## config.mk

```make
export PLATFORM = sky130hd
export DESIGN_NAME = arm_mul_unit
export DESIGN_NICKNAME = d
export VERILOG_FILES = /design/src/rtl/arm_mul_pkg.sv /design/src/rtl/arm_mul_step.sv /design/src/rtl/arm_mul_unit.sv
export SDC_FILE = /design/constraint.sdc
export NUM_CORES = 1
export LEC_CHECK = 0
export ABC_AREA = 1
export CAP_MARGIN = 0
export CORE_ASPECT_RATIO = 0.9
export CORE_UTILIZATION = 60
export CTS_BUF_LIST = sky130_fd_sc_hd__clkbuf_4 sky130_fd_sc_hd__clkbuf_8
export DETAILED_ROUTE_END_ITERATION = 10
export GPL_ROUTABILITY_DRIVEN = 0
export PLACE_DENSITY_LB_ADDON = 0.3
export SLEW_MARGIN = 20
export SYNTH_ARGS = -nofsm -noshare
export SYNTH_HDL_FRONTEND = slang
export SYNTH_SLANG_ARGS = --single-unit
```

## constraint.sdc

```tcl
create_clock -name clk -period 4.3 [get_ports clk]
set_input_delay 1.29 -clock clk [delete_from_list [all_inputs] [get_ports clk]]
set_output_delay 1.29 -clock clk [all_outputs]
set_load 0.02 [all_outputs]
```

## src/rtl/arm_mul_pkg.sv

```systemverilog
// Shared encodings, FSM states and latency helper for the multicycle multiply unit.
package arm_mul_pkg;

    // Operation encodings; 2'b11 is reserved and runs as an unsigned long multiply.
    localparam logic [1:0] MUL_LO = 2'b00;
    localparam logic [1:0] MUL_U  = 2'b01;
    localparam logic [1:0] MUL_S  = 2'b10;

    typedef enum logic [1:0] {
        IDLE,
        RUN,
        FIX,
        DONE
    } mul_state_e;

    // Cycles from an accepted start to the done pulse.
    function automatic int unsigned mul_latency(input int unsigned width,
                                                input int unsigned step);
        return width / step + 2;
    endfunction

endpackage

```

## src/rtl/arm_mul_step.sv

```systemverilog
// One shift-add step: folds STEP multiplier bits times the multiplicand into the partial sum.
module arm_mul_step #(
    parameter int unsigned WIDTH = 32,
    parameter int unsigned STEP  = 1
) (
    input  logic [2*WIDTH-1:0] psum_i,
    input  logic [2*WIDTH-1:0] mcand_i,
    input  logic [STEP-1:0]    bits_i,
    output logic [2*WIDTH-1:0] psum_o
);

    // Each set multiplier bit contributes the multiplicand shifted to its weight.
    always_comb begin
        psum_o = psum_i;
        for (int j = 0; j < int'(STEP); j++) begin
            if (bits_i[j]) begin
                psum_o = psum_o + (mcand_i << j);
            end
        end
    end

endmodule

```

## src/rtl/arm_mul_unit.sv

```systemverilog
// Multicycle MUL/MLA/UMULL/SMULL/UMLAL/SMLAL unit with a start/busy/done handshake.
module arm_mul_unit
    import arm_mul_pkg::*;
#(
    parameter int unsigned WIDTH = 32,
    parameter int unsigned STEP  = 1
) (
    input  logic             clk,
    input  logic             reset,
    input  logic             start,
    input  logic [1:0]       op,
    input  logic             acc_en,
    input  logic [WIDTH-1:0] a,
    input  logic [WIDTH-1:0] b,
    input  logic [WIDTH-1:0] acc_lo,
    input  logic [WIDTH-1:0] acc_hi,
    output logic             busy,
    output logic             done,
    output logic [WIDTH-1:0] result_lo,
    output logic [WIDTH-1:0] result_hi,
    output logic             flag_n,
    output logic             flag_z
);

    localparam int unsigned NSteps = WIDTH / STEP;
    localparam int unsigned CntW   = $clog2(NSteps + 1);
    localparam logic [CntW-1:0] CntInit = CntW'(NSteps);
    localparam logic [CntW-1:0] CntOne  = CntW'(1);

    mul_state_e state_q, state_d;

    logic [CntW-1:0]    cnt_q, cnt_d;
    logic [2*WIDTH-1:0] mcand_q, mcand_d;
    logic [2*WIDTH-1:0] psum_q, psum_d;
    logic [WIDTH-1:0]   mplier_q, mplier_d;
    logic [WIDTH-1:0]   acc_lo_q, acc_lo_d;
    logic [WIDTH-1:0]   acc_hi_q, acc_hi_d;
    logic [1:0]         op_q, op_d;
    logic               acc_en_q, acc_en_d;
    logic               neg_q, neg_d;
    logic [WIDTH-1:0]   res_lo_q, res_lo_d;
    logic [WIDTH-1:0]   res_hi_q, res_hi_d;
    logic               flag_n_q, flag_n_d;
    logic               flag_z_q, flag_z_d;

    logic               accept;
    logic               is_signed;
    logic [WIDTH-1:0]   a_mag, b_mag;
    logic [2*WIDTH-1:0] psum_step;
    logic [2*WIDTH-1:0] prod, acc_ext, sum;
    logic               is_long;

    assign accept = start && (state_q == IDLE || state_q == DONE);

    // SMULL runs the unsigned array on magnitudes; the sign is restored in FIX.
    assign is_signed = (op == MUL_S);
    assign a_mag     = (is_signed && a[WIDTH-1]) ? -a : a;
    assign b_mag     = (is_signed && b[WIDTH-1]) ? -b : b;

    arm_mul_step #(
        .WIDTH (WIDTH),
        .STEP  (STEP)
    ) u_step (
        .psum_i  (psum_q),
        .mcand_i (mcand_q),
        .bits_i  (mplier_q[STEP-1:0]),
        .psum_o  (psum_step)
    );

    // Final sign fix-up and accumulate; MUL uses only acc_lo, zero-extended.
    always_comb begin
        is_long = (op_q != MUL_LO);
        prod    = neg_q ? -psum_q : psum_q;
        acc_ext = is_long ? {acc_hi_q, acc_lo_q} : {{WIDTH{1'b0}}, acc_lo_q};
        sum     = prod + (acc_en_q ? acc_ext : '0);
    end

    // Next-state logic for the controller and datapath registers.
    always_comb begin
        state_d  = state_q;
        cnt_d    = cnt_q;
        mcand_d  = mcand_q;
        psum_d   = psum_q;
        mplier_d = mplier_q;
        acc_lo_d = acc_lo_q;
        acc_hi_d = acc_hi_q;
        op_d     = op_q;
        acc_en_d = acc_en_q;
        neg_d    = neg_q;
        res_lo_d = res_lo_q;
        res_hi_d = res_hi_q;
        flag_n_d = flag_n_q;
        flag_z_d = flag_z_q;

        unique case (state_q)
            IDLE: begin
                if (start) state_d = RUN;
            end
            RUN: begin
                psum_d   = psum_step;
                mcand_d  = mcand_q << STEP;
                mplier_d = mplier_q >> STEP;
                cnt_d    = cnt_q - CntOne;
                if (cnt_q == CntOne) state_d = FIX;
            end
            FIX: begin
                res_lo_d = sum[WIDTH-1:0];
                res_hi_d = is_long ? sum[2*WIDTH-1:WIDTH] : '0;
                flag_n_d = is_long ? sum[2*WIDTH-1] : sum[WIDTH-1];
                flag_z_d = is_long ? (sum == '0) : (sum[WIDTH-1:0] == '0);
                state_d  = DONE;
            end
            DONE: begin
                state_d = start ? RUN : IDLE;
            end
            default: state_d = IDLE;
        endcase

        // Operand capture; results stay untouched until the next FIX.
        if (accept) begin
            cnt_d    = CntInit;
            psum_d   = '0;
            mcand_d  = {{WIDTH{1'b0}}, a_mag};
            mplier_d = b_mag;
            neg_d    = is_signed && (a[WIDTH-1] ^ b[WIDTH-1]);
            op_d     = op;
            acc_en_d = acc_en;
            acc_lo_d = acc_lo;
            acc_hi_d = acc_hi;
        end
    end

    // State and datapath registers, cleared asynchronously.
    always_ff @(posedge clk or negedge reset) begin
        if (!reset) begin
            state_q  <= IDLE;
            cnt_q    <= '0;
            mcand_q  <= '0;
            psum_q   <= '0;
            mplier_q <= '0;
            acc_lo_q <= '0;
            acc_hi_q <= '0;
            op_q     <= '0;
            acc_en_q <= 1'b0;
            neg_q    <= 1'b0;
            res_lo_q <= '0;
            res_hi_q <= '0;
            flag_n_q <= 1'b0;
            flag_z_q <= 1'b0;
        end else begin
            state_q  <= state_d;
            cnt_q    <= cnt_d;
            mcand_q  <= mcand_d;
            psum_q   <= psum_d;
            mplier_q <= mplier_d;
            acc_lo_q <= acc_lo_d;
            acc_hi_q <= acc_hi_d;
            op_q     <= op_d;
            acc_en_q <= acc_en_d;
            neg_q    <= neg_d;
            res_lo_q <= res_lo_d;
            res_hi_q <= res_hi_d;
            flag_n_q <= flag_n_d;
            flag_z_q <= flag_z_d;
        end
    end

    assign busy      = (state_q == RUN) || (state_q == FIX);
    assign done      = (state_q == DONE);
    assign result_lo = res_lo_q;
    assign result_hi = res_hi_q;
    assign flag_n    = flag_n_q;
    assign flag_z    = flag_z_q;

endmodule

```

Word-level counts from Yosys, hierarchy flattened
Cells that the tools add are included.
{ "word_totals": {"word_cells": 63, "ramBits": 0, "input_bits": 134, "output_inout_bits": 68, "rom_bits": 0, "mem_count": 0, "latch_bits": 0, "ff_bits": 302} }
{ "op_classes": {"shift": 0, "bitwise_logic": 1, "n_div": 0, "n_lt_le_gt_ge": 0, "addsub": 6, "eq_ne": 7, "n_mul": 0, "n_mux": 21, "n_reduce_logical": 14} }
{ "ops": {"columns": ["op", "count"], "rows": [
  ["64-bit two-way mux", 8],
  ["32-bit two-way mux", 5],
  ["64-bit adder", 2],
  ["64-bit logical NOT", 1],
  ["32-bit negator", 2],
  ["64-bit negator", 1],
  ["32-bit logical NOT", 1],
  ["6-bit two-way mux", 2],
  ["2-bit case mux with 4 select lines", 1],
  ["2-bit equality test (second input constant)", 3],
  ["6-bit by 1-bit equality test with 1-bit output (second input constant)", 1],
  ["2-bit nonzero test", 3],
  ["6-bit by 1-bit subtractor with 6-bit output (second input constant)", 1],
  ["1-bit logical AND", 4],
  ["2-bit two-way mux", 2],
  ["2-bit != test (second input constant)", 2],
  ["2-bit AND reduction", 2],
  ["1-bit two-way mux", 3],
  ["2-bit by 1-bit equality test with 1-bit output (second input constant)", 1],
  ["2-bit logical NOT", 1],
  ["1-bit logical OR", 2],
  ["1-bit bitwise XOR", 1]
]} }

Longest topological paths before layout
{ "depth": {"depth_word": 6, "ltp_mapped": 37, "mapped_depth_nobuf": 37} }

Modules after synthesis
A second synthesis with hierarchy kept.
{ "unflattened": {"cells_unflattened": 4838, "hier_area_um2": 28319.7} }
{ "by_module_without_submodules": {"columns": ["module", "cells_per_inst", "n_inst", "seq_area_each_um2", "area_per_inst_um2"], "rows": [
  ["arm_mul_unit", 3409, 1, 7557.2, 21809.7],
  ["arm_mul_step", 1429, 1, 0.0, 6510.0]
]} }

Worst setup path after synthesis
Ideal clock, no wire load.
{ "synth_timing": {"path_type": "reg2reg", "from": "register psum_q[1]", "to": "register flag_z_q, in the netlist flag_z", "path_buffers": 0, "setup_time_ns": 0.066, "path_slack_ns": 0.707, "period_less_slack_ns": 3.593, "required_time_ns": 4.234, "path_stages_with_launch": 32, "arrival_time_ns": 3.527, "cell_sequence": "dfrtp_1 inv_2 ha_1 inv_1 nor2_2 nand2_2 nor2_4 nand4_1 nor2_1 nand3_1 nor2_2 nand4_2 inv_2 nand2_2 nand2_2 nand2_1 xor2_1 ha_1 nand2_2 nor2_1 nand2_1 nor4_1 nand2_1 nand3_1 nand2_1 nor2_1 nand2_1 nor2_1 nand3_1 nand2_1 nand2_1 nand2_1"} }
{ "synth_between": {"elab_chain_len": 5, "word_cells_on_any_way": 6, "classes_between": "2 x add/sub; 2 x mux; 2 x reduce/logical"} }
{ "synth_rtl": {"columns": ["item", "line_no", "text"], "rows": [
  ["from (decl)", "arm_mul_unit.sv:34", "logic [2*WIDTH-1:0] psum_q, psum_d;"],
  ["from (signal assigned)", "arm_mul_unit.sv:154", "psum_q <= psum_d;"],
  ["64-bit negator", "arm_mul_unit.sv:73", "prod = neg_q ? -psum_q : psum_q;"],
  ["64-bit two-way mux (*)", "arm_mul_unit.sv:73", null],
  ["64-bit adder (*)", "arm_mul_unit.sv:75", "sum = prod + (acc_en_q ? acc_ext : '0);"],
  ["64-bit logical NOT or 32-bit logical NOT (tied branches)", "arm_mul_unit.sv:110", "flag_z_d = is_long ? (sum == '0) : (sum[WIDTH-1:0] == '0);"],
  ["1-bit two-way mux (*)", "arm_mul_unit.sv:110", null],
  ["to (signal assigned)", "arm_mul_unit.sv:164", "flag_z_q <= flag_z_d;"],
  ["to (decl)", "arm_mul_unit.sv:44", "logic flag_z_q, flag_z_d;"]
]} }
Mark *: on every way between the ends. The rest lies on a longest branch, timed or not.
A chain may end at the register's enable or synchronous reset.

Final worst setup path
Same ends and word-level chain as after synthesis.

==> results.tsv <==
stage	metric	value	unit
timing	setup_ws	-0.136	ns
placed_design	place_inst	5036	
timing	fin_skew	0.0490	ns
setup_path	cp-start-kind	flip-flop	
detailed_routing	wl_per_cell	16.8	µm
grt	grt_max_degree	133	
final_layout	insertedDiodeCount	0	
floorplan	dieWidth	223	µm
power_and_ir_drop	powerDensity	682	mW/mm²
grt	grt_pass1_wl	136000	µm
timing	slew_headroom	46.5	%
timing	timing.hold.ws	0.472	ns
job	drv_cap	0	
logic_synthesis	synth_flop_cell	dfrtp_1	
floorplan	rows	72	
grt	grt_pass1_vias	26718	
floorplan	die_area	0.0448	mm²
logic_synthesis	synthCells	4254	
timing	finalSetupTns	-0.136	ns
grt	antenna_found_initial	1	
logic_synthesis	seq_area_frac_synth	28.7	%
detailed_routing	drtIter0Drc	3494	
timing	fmax	0.225	GHz
setup_path	cp_max_fo	5	
setup_path	worstPathRequired	4.92	ns
detailed_routing	totalWireLength	86500	µm
logic_synthesis	synth.distinct_cells	58	
timing	min_period_over_period	103	%
detailed_routing	via_count	29208	
detailed_routing	drc	0	
setup_path	cp_common_cell	nand2_2	
placed_design	place_area	0.0297	mm²
cts	path_clk_slew	0.07	ns
power_and_ir_drop	finalPower	21.5	mW
cts	clock_sinks	302	
logic_synthesis	syn_area	0.0263	mm²
min_path	hold_path_class	flip-flop to flip-flop	
timing	slew_violations	0	
timing	setup_viol	1	
cts	h-tree-depth	2	
logic_synthesis	synth-edff-count	0	
detailed_routing	dr.pass1.iters	7	
setup_path	crit_path_end_kind	flip-flop	
final_layout	area_delta_synth_final	19.8	%
grt	grt_usage	38.1	%
cts	clk_path_buf_depth	3	
logic_synthesis	async_flop_share	100	%
cts	cts-root-buf	clkbuf_8	
floorplan	io_pins	202	
setup_path	r2r_slack	-0.14	ns
power_and_ir_drop	irDropWorstVdd	0.548	mV
power_and_ir_drop	leakagePower	16.8	nW
floorplan	initial_core_util	61.1	%
detailed_routing	via_per_inst	5.67	
final_layout	layout_common_cells	nand2_1 (1,397), inv_1 (652), nor2_1 (394), o21ai_0 (302), dfrtp_1 (302)	
placed_design	port_buffers	201	
logic_synthesis	ys_warn_count	0	
final_layout	stdcell_count	5147	
min_path	hp-start	acc_hi_q[15]	
grt	grt_overflow	0	
final_layout	final_util	73.1	%
final_layout	stdcell_area	0.0316	mm²
setup_path	crit_path_top_delay_cell	dfrtp_1	
logic_synthesis	avgSynthCellArea	6.19	µm²
logic_synthesis	ys_ff_latch	302	
floorplan	core_region_area	0.0432	mm²
placed_design	place_hpwl	67200	µm
cts	cts_tree	done	
setup_path	reg2reg_from	psum_q[1]	
final_layout	nNetsFinal	4824	
cts	cts_inserted_buffers	51	
logic_synthesis	mappedNetlistNets	4526	
placed_design	dp_slack	-0.173	ns
final_layout	final_common_cell	nand2_1	
timing	tightest_slew	0.792	ns
run_status	violations	negative setup slack	
setup_path	criticalPathCategory	flip-flop to flip-flop	
detailed_routing	final_antenna_net_count	0	
floorplan	die_h	201	µm
timing	rsz0062_at_grt	yes	
setup_path	cp-startpoint	psum_q[1]	
setup_path	cp.arrival	5.06	ns
timing	period_needed	4.44	ns
setup_path	cpPeakStageDelay	0.41	ns
run_status	outcome	finished, violations left	
final_layout	drive_gt1_share	10.2	%
timing	finalHoldViolations	0	
cts	clock_latency	0.68	ns
cell usage after synthesis (29+ instances only):
| cell type | n | area share, % |
|---|---|---|
| nand2_1 | 1440 | 21 |
| nor2_1 | 426 | 6.1 |
| nor2_2 | 29 | 0.69 |
| nand3_1 | 137 | 2.6 |
| xor2_1 | 116 | 3.9 |
| ha_1 | 136 | 6.5 |
| dfrtp_1 | 302 | 29 |
| nand4_1 | 40 | 0.95 |
| inv_1 | 660 | 9.4 |
| clkbuf_1 | 84 | 1.2 |
| a21oi_1 | 219 | 4.2 |
| o21ai_0 | 304 | 5.8 |
| nor3_1 | 41 | 0.78 |
critical path, delay by kind of cell (launching register included):
kind / cells / cell delay (ns)
fa+ha+maj: 2 / 0.50
buf+inv: 4 / 0.34
simple gates: 25 / 2.95
xor+xnor: 1 / 0.19
flops: 1 / 0.41
cells by family after synthesis:
group           Yosys count  synth area share, %
flops                   302                 28.7
xor+xnor                139                 4.62
simple gates           2208                 34.6
fa+ha+maj               138                 6.61
compound gates          683                 14.3
buf+inv                 784                 11.2
timing repair:
action,in CTS,in global routing
gates resized for setup,8,143
setup buffers,0,18
pin swaps,1,47
cloned,0,0
hold buffers,0,0
endpoints found under the hold margin,0,0
setup endpoints to repair,1,18
worst paths after layout:
| kind | endpoint | depth (start not counted) |
|---|---|---|
| max | flag_z | 32 |
| min | acc_hi_q[15] | 2 |
| max reg2reg | flag_z | 32 |
| min reg2reg | acc_hi_q[15] | 2 |
| max in group asynchronous | acc_lo_q[29] | 2 |
| min in group asynchronous | mplier_q[26] | 1 |
where the power goes:
part	total [mW]	leakage (nW)	switching, mW	internal (mW)
registers	4.63	3.90	0.737	3.89
clock network	3.01	0.625	1.27	1.74
logic	13.9	12.2	9.08	4.82
total	21.5	16.8	11.1	10.5
state kept, by name (all words and copies together) (netlist names):
signal,count
acc_en_q,1
acc_hi_q,32
mplier_q,32
result_hi,32
acc_lo_q,32
op_q,2
neg_q,1
flag_n,1
flag_z,1
state_q,2
result_lo,32
psum_q,64
mcand_q,64
cnt_q,6
cell type report:
| cell class | instances | area [µm²] |
|---|---|---|
| inverter | 684 | 2570 |
| clock buffer | 77 | 966 |
| fill | 3592 | 11600 |
| clock inverter | 16 | 211 |
| tap | 555 | 694 |
| multi-input combinational | 3168 | 16400 |
| sequential | 302 | 7560 |
| timing repair buffer | 345 | 3160 |
routing by layer:
metal  share of wire, %  vias up  global-route usage, %
met1                 41    13221                   52.6
met3                 12      268                   9.38
met2                 42     1673                   57.2
li1                   -    14044                      -
met5              0.015        -                      0
met4                4.4        2                   15.0
No activity file was read; power rests on OpenSTA's default activity.
